**config.mk**
```make
export PLATFORM = sky130hd
export DESIGN_NAME = bcd_to_bin_flat
export DESIGN_NICKNAME = d
export VERILOG_FILES = /design/src/rtl/bcd_pkg.sv /design/src/rtl/bcd_to_bin_if.sv /design/src/rtl/bcd_digit_adj.sv /design/src/rtl/bcd_to_bin.sv /design/src/flat_wrapper.sv
export SDC_FILE = /design/constraint.sdc
export NUM_CORES = 1
export LEC_CHECK = 0
export CAP_MARGIN = 20
export CORE_MARGIN = 5
export CORE_UTILIZATION = 36
export DETAILED_ROUTE_END_ITERATION = 10
export GPL_ROUTABILITY_DRIVEN = 0
export PLACE_DENSITY = 0.55
export SYNTH_ARGS = -nofsm -noshare
export SYNTH_HDL_FRONTEND = slang
export SYNTH_SLANG_ARGS = --single-unit
```
**constraint.sdc**
```tcl
create_clock -name clk -period 1.7 [get_ports clk]
set_clock_uncertainty 0.2 [all_clocks]
set_input_delay 0.425 -clock clk [delete_from_list [all_inputs] [get_ports clk]]
set_output_delay 0.425 -clock clk [all_outputs]
set_load 0.005 [all_outputs]
```
**src/rtl/bcd_pkg.sv**
```systemverilog
// bcd_pkg -- shared constants, FSM state type and helpers for the
// BCD-to-binary converter (bcd_to_bin, bcd_digit_adj, bcd_to_bin_if).
//
// Contents:
//   DIGIT_W, NUM_DIGITS, BIN_W, ITER : fixed datapath geometry
//   BCD_W, CNT_W                     : derived widths
//   state_e                          : converter FSM states
//   bcd_has_bad_digit()              : true if any packed BCD digit > 9
package bcd_pkg;

  localparam int DIGIT_W    = 4;
  localparam int NUM_DIGITS = 3;
  localparam int BIN_W      = 10;
  localparam int ITER       = 10;

  localparam int BCD_W = DIGIT_W * NUM_DIGITS;
  // Iteration counter only has to reach ITER-1.
  localparam int CNT_W = 4;

  typedef enum logic [1:0] {
    IDLE  = 2'd0,
    SHIFT = 2'd1,
    DONE  = 2'd2
  } state_e;

  function automatic logic bcd_has_bad_digit(input logic [BCD_W-1:0] bcd);
    logic bad;
    bad = 1'b0;
    for (int i = 0; i < NUM_DIGITS; i++)
      if (bcd[i*DIGIT_W +: DIGIT_W] > DIGIT_W'(9)) bad = 1'b1;
    return bad;
  endfunction

endpackage

```
**src/rtl/bcd_to_bin_if.sv**
```systemverilog
// bcd_to_bin_if -- request/result bundle of the BCD-to-binary converter.
//
// Signals:
//   start                 : conversion request (sampled only while idle)
//   hundreds, tens, ones  : BCD digits, sampled together with start
//   bin_val               : binary result 0..999, held until next result
//   busy                  : converter is working (SHIFT or DONE)
//   done                  : one-cycle result-valid pulse
//   err                   : invalid-digit flag of the last result
// Modports:
//   master : request side (drives start/digits)
//   slave  : converter side (drives results)
interface bcd_to_bin_if;
  import bcd_pkg::*;

  logic               start;
  logic [DIGIT_W-1:0] hundreds;
  logic [DIGIT_W-1:0] tens;
  logic [DIGIT_W-1:0] ones;
  logic [BIN_W-1:0]   bin_val;
  logic               busy;
  logic               done;
  logic               err;

  modport master (
    output start, hundreds, tens, ones,
    input  bin_val, busy, done, err
  );

  modport slave (
    input  start, hundreds, tens, ones,
    output bin_val, busy, done, err
  );

endinterface

```
**src/rtl/bcd_digit_adj.sv**
```systemverilog
// bcd_digit_adj -- combinational per-digit correction for reverse
// double-dabble: after a right shift, a BCD digit >= 8 has picked up a
// halved "ten" from its upper neighbour (16/2 = 8 instead of 10/2 = 5),
// so 3 is subtracted to restore a valid digit. Purely 4-bit; no borrow
// ever leaves the digit.
//
// Ports:
//   din  : shifted BCD digit
//   dout : corrected BCD digit
module bcd_digit_adj
  import bcd_pkg::*;
(
  input  logic [DIGIT_W-1:0] din,
  output logic [DIGIT_W-1:0] dout
);

  assign dout = (din >= DIGIT_W'(8)) ? din - DIGIT_W'(3) : din;

endmodule

```
**src/rtl/bcd_to_bin.sv**
```systemverilog
// bcd_to_bin -- iterative 3-digit BCD to 10-bit binary converter
// (reverse double-dabble, one shift per clock).
//
// Ports:
//   clk   : clock, rising edge
//   reset : synchronous active-high reset, wins over start
//   bus   : bcd_to_bin_if.slave (start/digits in, bin_val/busy/done/err out)
//
// Timing (edge E0 samples start in IDLE):
//   E1..E10  : ten shift/adjust iterations, last one enters DONE
//   E11      : DONE -> IDLE; bin_val, err and the done pulse all update
//              together so the result is valid exactly while done is high
//   E12      : IDLE may sample start again -> one conversion per 12 cycles
//
// Build option:
//   BCD_RANGE_CHECK_EN : when defined, a digit > 9 seen at sampling time
//                        forces that conversion's bin_val to 0 and raises
//                        err; when undefined, err is tied low and bad
//                        digits are converted unchecked.
module bcd_to_bin
  import bcd_pkg::*;
(
  input  logic         clk,
  input  logic         reset,
  bcd_to_bin_if.slave  bus
);

  localparam int SR_W = BCD_W + BIN_W;

  state_e             state_q, state_d;
  logic [BCD_W-1:0]   bcd_q;
  logic [BIN_W-1:0]   bin_q;
  logic [CNT_W-1:0]   cnt_q;
  logic [BIN_W-1:0]   bin_val_q;
  logic               done_q;

  logic [SR_W-1:0]    sh;
  logic [BCD_W-1:0]   bcd_sh;
  logic [BCD_W-1:0]   bcd_adj;
  logic [BIN_W-1:0]   bin_sh;
  logic               last_iter;

  // {bcd,bin} shifts as one register: the BCD LSB falls into the bin MSB.
  assign sh     = {bcd_q, bin_q} >> 1;
  assign bcd_sh = sh[SR_W-1:BIN_W];
  assign bin_sh = sh[BIN_W-1:0];

  for (genvar g = 0; g < NUM_DIGITS; g++) begin : g_adj
    bcd_digit_adj u_adj (
      .din  (bcd_sh [g*DIGIT_W +: DIGIT_W]),
      .dout (bcd_adj[g*DIGIT_W +: DIGIT_W])
    );
  end

  assign last_iter = (cnt_q == CNT_W'(ITER - 1));

  always_comb begin
    state_d = state_q;
    unique case (state_q)
      IDLE:    if (bus.start) state_d = SHIFT;
      SHIFT:   if (last_iter) state_d = DONE;
      DONE:    state_d = IDLE;
      default: state_d = IDLE;
    endcase
  end

`ifdef BCD_RANGE_CHECK_EN
  // Bad-digit verdict is captured with the digits and only published at
  // DONE, so err always describes the result currently on bin_val.
  logic err_pend_q;
  logic err_q;

  always_ff @(posedge clk) begin
    if (reset) begin
      err_pend_q <= 1'b0;
      err_q      <= 1'b0;
    end else begin
      if (state_q == IDLE && bus.start)
        err_pend_q <= bcd_has_bad_digit({bus.hundreds, bus.tens, bus.ones});
      if (state_q == DONE)
        err_q <= err_pend_q;
    end
  end

  assign bus.err = err_q;
`else
  logic err_pend_q;
  assign err_pend_q = 1'b0;
  assign bus.err    = 1'b0;
`endif

  always_ff @(posedge clk) begin
    if (reset) begin
      state_q   <= IDLE;
      bcd_q     <= '0;
      bin_q     <= '0;
      cnt_q     <= '0;
      bin_val_q <= '0;
      done_q    <= 1'b0;
    end else begin
      state_q <= state_d;
      done_q  <= 1'b0;
      unique case (state_q)
        IDLE: begin
          if (bus.start) begin
            bcd_q <= {bus.hundreds, bus.tens, bus.ones};
            bin_q <= '0;
            cnt_q <= '0;
          end
        end
        SHIFT: begin
          bcd_q <= bcd_adj;
          bin_q <= bin_sh;
          cnt_q <= cnt_q + CNT_W'(1);
        end
        DONE: begin
          done_q    <= 1'b1;
          bin_val_q <= err_pend_q ? '0 : bin_q;
        end
        default: ;
      endcase
    end
  end

  assign bus.bin_val = bin_val_q;
  assign bus.busy    = (state_q != IDLE);
  assign bus.done    = done_q;

endmodule

```
**src/flat_wrapper.sv**
```systemverilog
// flat-port wrapper written by rule: the top's interface ports become plain ports
module bcd_to_bin_flat import bcd_pkg::*;
  (clk, reset, bus_start, bus_hundreds, bus_tens, bus_ones, bus_bin_val, bus_busy, bus_done, bus_err);
  bcd_to_bin_if bus_i ();
  input  logic clk;
  input  logic reset;
  input wire logic [$bits(bus_i.start)-1:0] bus_start;
  input wire logic [$bits(bus_i.hundreds)-1:0] bus_hundreds;
  input wire logic [$bits(bus_i.tens)-1:0] bus_tens;
  input wire logic [$bits(bus_i.ones)-1:0] bus_ones;
  output wire logic [$bits(bus_i.bin_val)-1:0] bus_bin_val;
  output wire logic [$bits(bus_i.busy)-1:0] bus_busy;
  output wire logic [$bits(bus_i.done)-1:0] bus_done;
  output wire logic [$bits(bus_i.err)-1:0] bus_err;
  assign bus_i.start = bus_start;
  assign bus_i.hundreds = bus_hundreds;
  assign bus_i.tens = bus_tens;
  assign bus_i.ones = bus_ones;
  assign bus_bin_val = bus_i.bin_val;
  assign bus_busy = bus_i.busy;
  assign bus_done = bus_i.done;
  assign bus_err = bus_i.err;
  bcd_to_bin u_core (.clk(clk), .reset(reset), .bus(bus_i));
endmodule
```
After elaboration in Yosys (flattened, before gate mapping)
Cells that the tools add are included.
{"block": "totals", "reg_bits": 39, "out_inout_bits": 13, "wordCells": 36, "inputBits": 15}
{"block": "op_classes", "addsub": 4, "n_eq_ne": 5, "reduce_logical": 5, "muxes": 13, "magnitude_cmp": 3}
{"op": "$pmux W12 S2", "count": 1}
{"op": "$pmux W10 S2", "count": 1}
{"op": "$mux W4", "count": 4}
{"op": "$mux W12", "count": 1}
{"op": "$mux W10", "count": 1}
{"op": "$ge A4 B4 Y1 const B", "count": 2}
{"op": "$pmux W4 S2", "count": 1}
{"op": "$sub A4 B2 Y4 const B", "count": 2}
{"op": "$add A4 B1 Y4 const B", "count": 1}
{"op": "$eq A4 B4 Y1 const B", "count": 1}
{"op": "$ge A3 B4 Y1 const B", "count": 1}
{"op": "$mux W2", "count": 2}
{"op": "$pmux W2 S2", "count": 1}
{"op": "$reduce_and A2 Y1", "count": 2}
{"op": "$reduce_bool A2 Y1", "count": 2}
{"op": "$sub A3 B2 Y4 const B", "count": 1}
{"op": "$eq A2 B1 Y1 const B", "count": 1}
{"op": "$eq A2 B2 Y1 const B", "count": 1}
{"op": "$logic_not A2 Y1", "count": 1}
{"op": "$ne A2 B1 Y1 const B", "count": 1}
{"op": "$ne A2 B2 Y1 const B", "count": 1}
{"op": "$mux W1", "count": 1}

Logic depth before layout (Yosys ltp)
{"block": "logic_depth", "depth_word": 3, "ltp_mapped": 6, "mapped_depth_nobuf": 6}

Hierarchy
Synthesis repeated with hierarchy kept, for this count alone.
{"block": "hier_totals", "hier_cells": 203, "area_unflattened_um2": 1804.2}
{"module": "bcd_to_bin", "area_each_um2": 1575.3, "cells_per_inst": 170, "instances": 1, "seq_area_each_um2": 780.7}
{"module": "bcd_digit_adj", "area_each_um2": 76.3, "cells_per_inst": 11, "instances": 3, "seq_area_each_um2": 0.0}

Worst setup path before layout
OpenSTA, ideal clock, no wires.
{"block": "synth_path", "path_kind": "flip-flop to flip-flop", "start": "register u_core.bcd_q[1]", "end": "register u_core.bcd_q[1]", "stages_incl_launch_ff": 7, "setup_ps": 126, "required_ps": 1374, "path_slack_ps": 214, "period_less_slack_ps": 1486, "n_path_buf": 0, "t_arrival_ps": 1160, "cell_sequence": "dfxtp_1 > inv_1 > ha_1 > nand2_1 > o21ai_0 > a221oi_2 > a211oi_2"}
{"block": "synth_via", "elab_chain_len": 3, "elab_cells_between_ends": 4, "cone_classes": "add/sub (1); order compare (1); mux (2)"}
{"item": "start, declared", "line": "bcd_to_bin.sv:31", "rtl": "logic [BCD_W-1:0] bcd_q;"}
{"item": "start signal, assigned", "line": "bcd_to_bin.sv:106", "rtl": "bcd_q <= {bus.hundreds, bus.tens, bus.ones};"}
{"item": "start signal, assigned", "line": "bcd_to_bin.sv:112", "rtl": "bcd_q <= bcd_adj;"}
{"item": "$sub A4 B2 Y4 / $ge A4 B4 Y1 (equally long branches)", "line": "bcd_digit_adj.sv:17", "rtl": "assign dout = (din >= DIGIT_W'(8)) ? din - DIGIT_W'(3) : din;"}
{"item": "$mux W4 (*)", "line": "bcd_digit_adj.sv:17"}
{"item": "$pmux W12 S2 (*)", "line": "bcd_to_bin.sv:103", "rtl": "unique case (state_q)"}
Mark *: on every way between the ends. The rest lies on a longest branch, timed or not.
A chain may end at the register's enable or synchronous reset.

Worst setup path in the final report
{"block": "layout_path", "start": "register u_core.state_q[0]", "end": "output bus_busy"}
{"block": "layout_via", "elab_chain_len": 1}
{"item": "start, declared", "line": "bcd_to_bin.sv:30", "rtl": "state_e state_q, state_d;"}
{"item": "start signal, assigned", "line": "bcd_to_bin.sv:101", "rtl": "state_q <= state_d;"}
{"item": "$reduce_bool A2 Y1", "line": "bcd_to_bin.sv:126", "rtl": "assign bus.busy = (state_q != IDLE);"}
{"item": "end, declared", "line": "flat_wrapper.sv:12", "rtl": "output wire logic [$bits(bus_i.busy)-1:0] bus_busy;"}
No other way between the ends.

==> reports/qor.csv <==
stage;metric;value;unit
placed_design;placed cell areas;2160;um^2
synth;#FFs+latches synth;39;
floorplanning;DIE HEIGHT;80.4;um
critical_path;Startpoint Class;flop;
global_route;largest net degree at the start of global routing;19;
timing;RSZ-0062 raised after global routing;true;
synth;post-synth design cell area;1780;um^2
layout;commonest non-fill, non-tap cell in the layout;dfxtp_1;
floorplanning;die area;6460;um^2
synth;top_reg_cell synth;dfxtp_1;
min_path;hold crit path type;reg -> reg;
floorplanning;Starting Density;37.5;%
synth;Post-synth EDFFs;0;
placed_design;Placement Setup Slack;-403;ps
routing;routed vias;1466;
synth;main area contributors after synthesis;dfxtp_1, nand2_1, a22o_1;
global_route;vias in the first global route;1548;
job;# Max-Cap Violations;0;
clocking;H-tree depth;2;
clocking;CTS max path bufs;2;
global_route;global route total overflow;0;
routing;vias per cell;4.90;
synth;Synth Net Count;216;
clocking;TritonCTS Buffers;5;
synth;synth warn;0;
synth;post-synth cell types;38;
layout;final non-filler cell total;299;
timing;Tcrit/Tclk final;95.5;%
global_route;antenna violations before repair;0;
timing;max-slew violation count;0;
routing;initial DRC count;60;
layout;post-layout util;49.0;%
timing;worst setup margin;76.5;ps
critical_path;type of the worst setup path;reg -> out;
synth;leading area contributor after synthesis;dfxtp_1;
routing;DRT Wirelength;4040;um
critical_path;Critical Path End Type;output port;
layout;nets;252;
clocking;CTS tree;built;
global_route;GR Util All Layers;14.1;%
clocking;Clk pin slew, worst setup/hold paths;80;ps
synth;Synth top area share;43.8;%
routing;Post-DRT Antenna Nets;0;
timing;Hold Violations, Final;0;
routing;routed len/inst;13.5;um
power;P_leak;0.927;nW
floorplanning;Die X;80.4;um
power;VDD IR-drop max;467;uV
global_route;first-pass GRT wire length;7100;um
placed_design;port bufs;26;
layout;Layout area overhead;30.7;%
clocking;Root Buffer;clkbuf_8;
synth;Gate Count Post-Synth;195;
routing;# DRC;0;
synth;share of async-settable or async-resettable flops after synthesis;0;%
timing;# setup viols final;0;
timing;min Tclk post-route;1620;ps
layout;most frequent cells in the layout;dfxtp_1, nand2_1, clkdlybuf4s50_1;
status;outcome;finished clean;
critical_path;CP max FO;2;
clocking;Post-CTS Hold Buffers;0;
layout;Post-Layout Inst Area;2330;um^2
clocking;CTS Sinks;39;
layout;n_diodes;0;
critical_path;critical path required time;1070;ps
layout;share of cells above drive strength 1;21.1;%
placed_design;placed cell count;289;
floorplanning;core box area;4750;um^2
floorplanning;# rows;25;
timing;Fin Hold WS;251;ps
synth;sequential area share after synthesis;43.8;%
placed_design;Post-DP HPWL;2890;um
clocking;later-pin clock latency in the skew report;290;ps
synth;Syn Area/Cell;9.14;um^2
power;Cell Pwr Density;796;nW/um^2
timing;Max Fclk;0.616;GHz
routing;Initial DRT Pass Iterations;4;
floorplanning;IO Pins;28;
critical_path;arrival time at the worst endpoint;1000;ps
critical path, stage by stage (launching register included):
cell and delay (ps):
dfxtp_4 360, nor2_4 110, inv_1 50, clkdlybuf4s15_1 190
routing by layer:
metal / GRT usage (%) / up-vias / share of wire (%)
met4: 4.56 / 0 / 1.4
met3: 3.81 / 6 / 4.0
li1: - / 749 / -
met2: 23.8 / 20 / 48
met1: 17.2 / 691 / 47
met5: 0 / - / 0
final cells by class:
cell class	count	area (um^2)
well taps	67	83.8
clock buffers	5	68.8
fillers	473	2420
repair buffers	42	405
clock inverters	3	20.0
flip-flops and latches	39	788
inverters	7	28.8
multi-input cells	136	936
flip-flops by register name, indices dropped and copies added (netlist names):
signal and flops:
u_core.bus.done 1, u_core.bcd_q 12, u_core.bin_q 10, u_core.state_q 2, u_core.cnt_q 4, u_core.bus.bin_val 10
cell usage after synthesis, types with 3 or more instances:
cell type	n
dfxtp_1	39
nand2_1	25
a21oi_1	15
nor2_1	14
a22o_1	10
o22ai_1	7
a22oi_1	6
buf_4	6
ha_1	6
inv_1	6
nor2b_1	6
nor3_1	6
buf_2	5
nand2b_1	5
nand3_1	4
a211oi_2	3
cell families after synthesis:
family / Yosys count / share of synthesized area (%)
XOR/XNOR: 4 / 1.97
multiplexers: 3 / 1.75
adder cells (fa/ha/maj): 6 / 4.21
flip-flops: 39 / 43.8
AO/OA/AOI/OAI: 54 / 23.8
AND/OR/NAND/NOR: 68 / 18.0
buffers and inverters: 20 / 6.24
other: 1 / 0.210
path summary, 6_finish.rpt:
path | from | end | slack (ps) | depth (start not counted)
min | u_core.bus.bin_val[5]$_SDFFE_PP0P_ | u_core.bus.bin_val[5]$_SDFFE_PP0P_ | 250 | 2
min reg2reg | u_core.bus.bin_val[5]$_SDFFE_PP0P_ | u_core.bus.bin_val[5]$_SDFFE_PP0P_ | 250 | 2
max | u_core.state_q[0]$_SDFFE_PP0P_ | bus_busy | 80 | 3
max reg2reg | u_core.state_q[0]$_SDFFE_PP0P_ | u_core.bus.bin_val[9]$_SDFFE_PP0P_ | 100 | 8
per-stage QoR:
stage               TNS (ps)  power [mW]
finish                     0        1.85
floorplan                  0        1.15
global route           -3.79        1.95
CTS                    -7.86        1.87
detailed placement     -7930        1.24
global placement       -7230        1.23
where the power goes:
group	internal (mW)	total (mW)	switching (mW)	leakage, nW
sequential	0.942	0.975	0.0325	0.319
combinational	0.140	0.266	0.127	0.568
clock	0.285	0.613	0.328	0.0402
repair_timing:
| action | in CTS | in global routing |
|---|---|---|
| hold endpoints to repair | 0 | 0 |
| endpoints found under the setup margin | 25 | 26 |
| cloned | 0 | 0 |
| resized for setup | 20 | 14 |
| buffers inserted | 3 | 0 |
| pin swaps | 1 | 2 |
(Power assumes the default switching activity.)
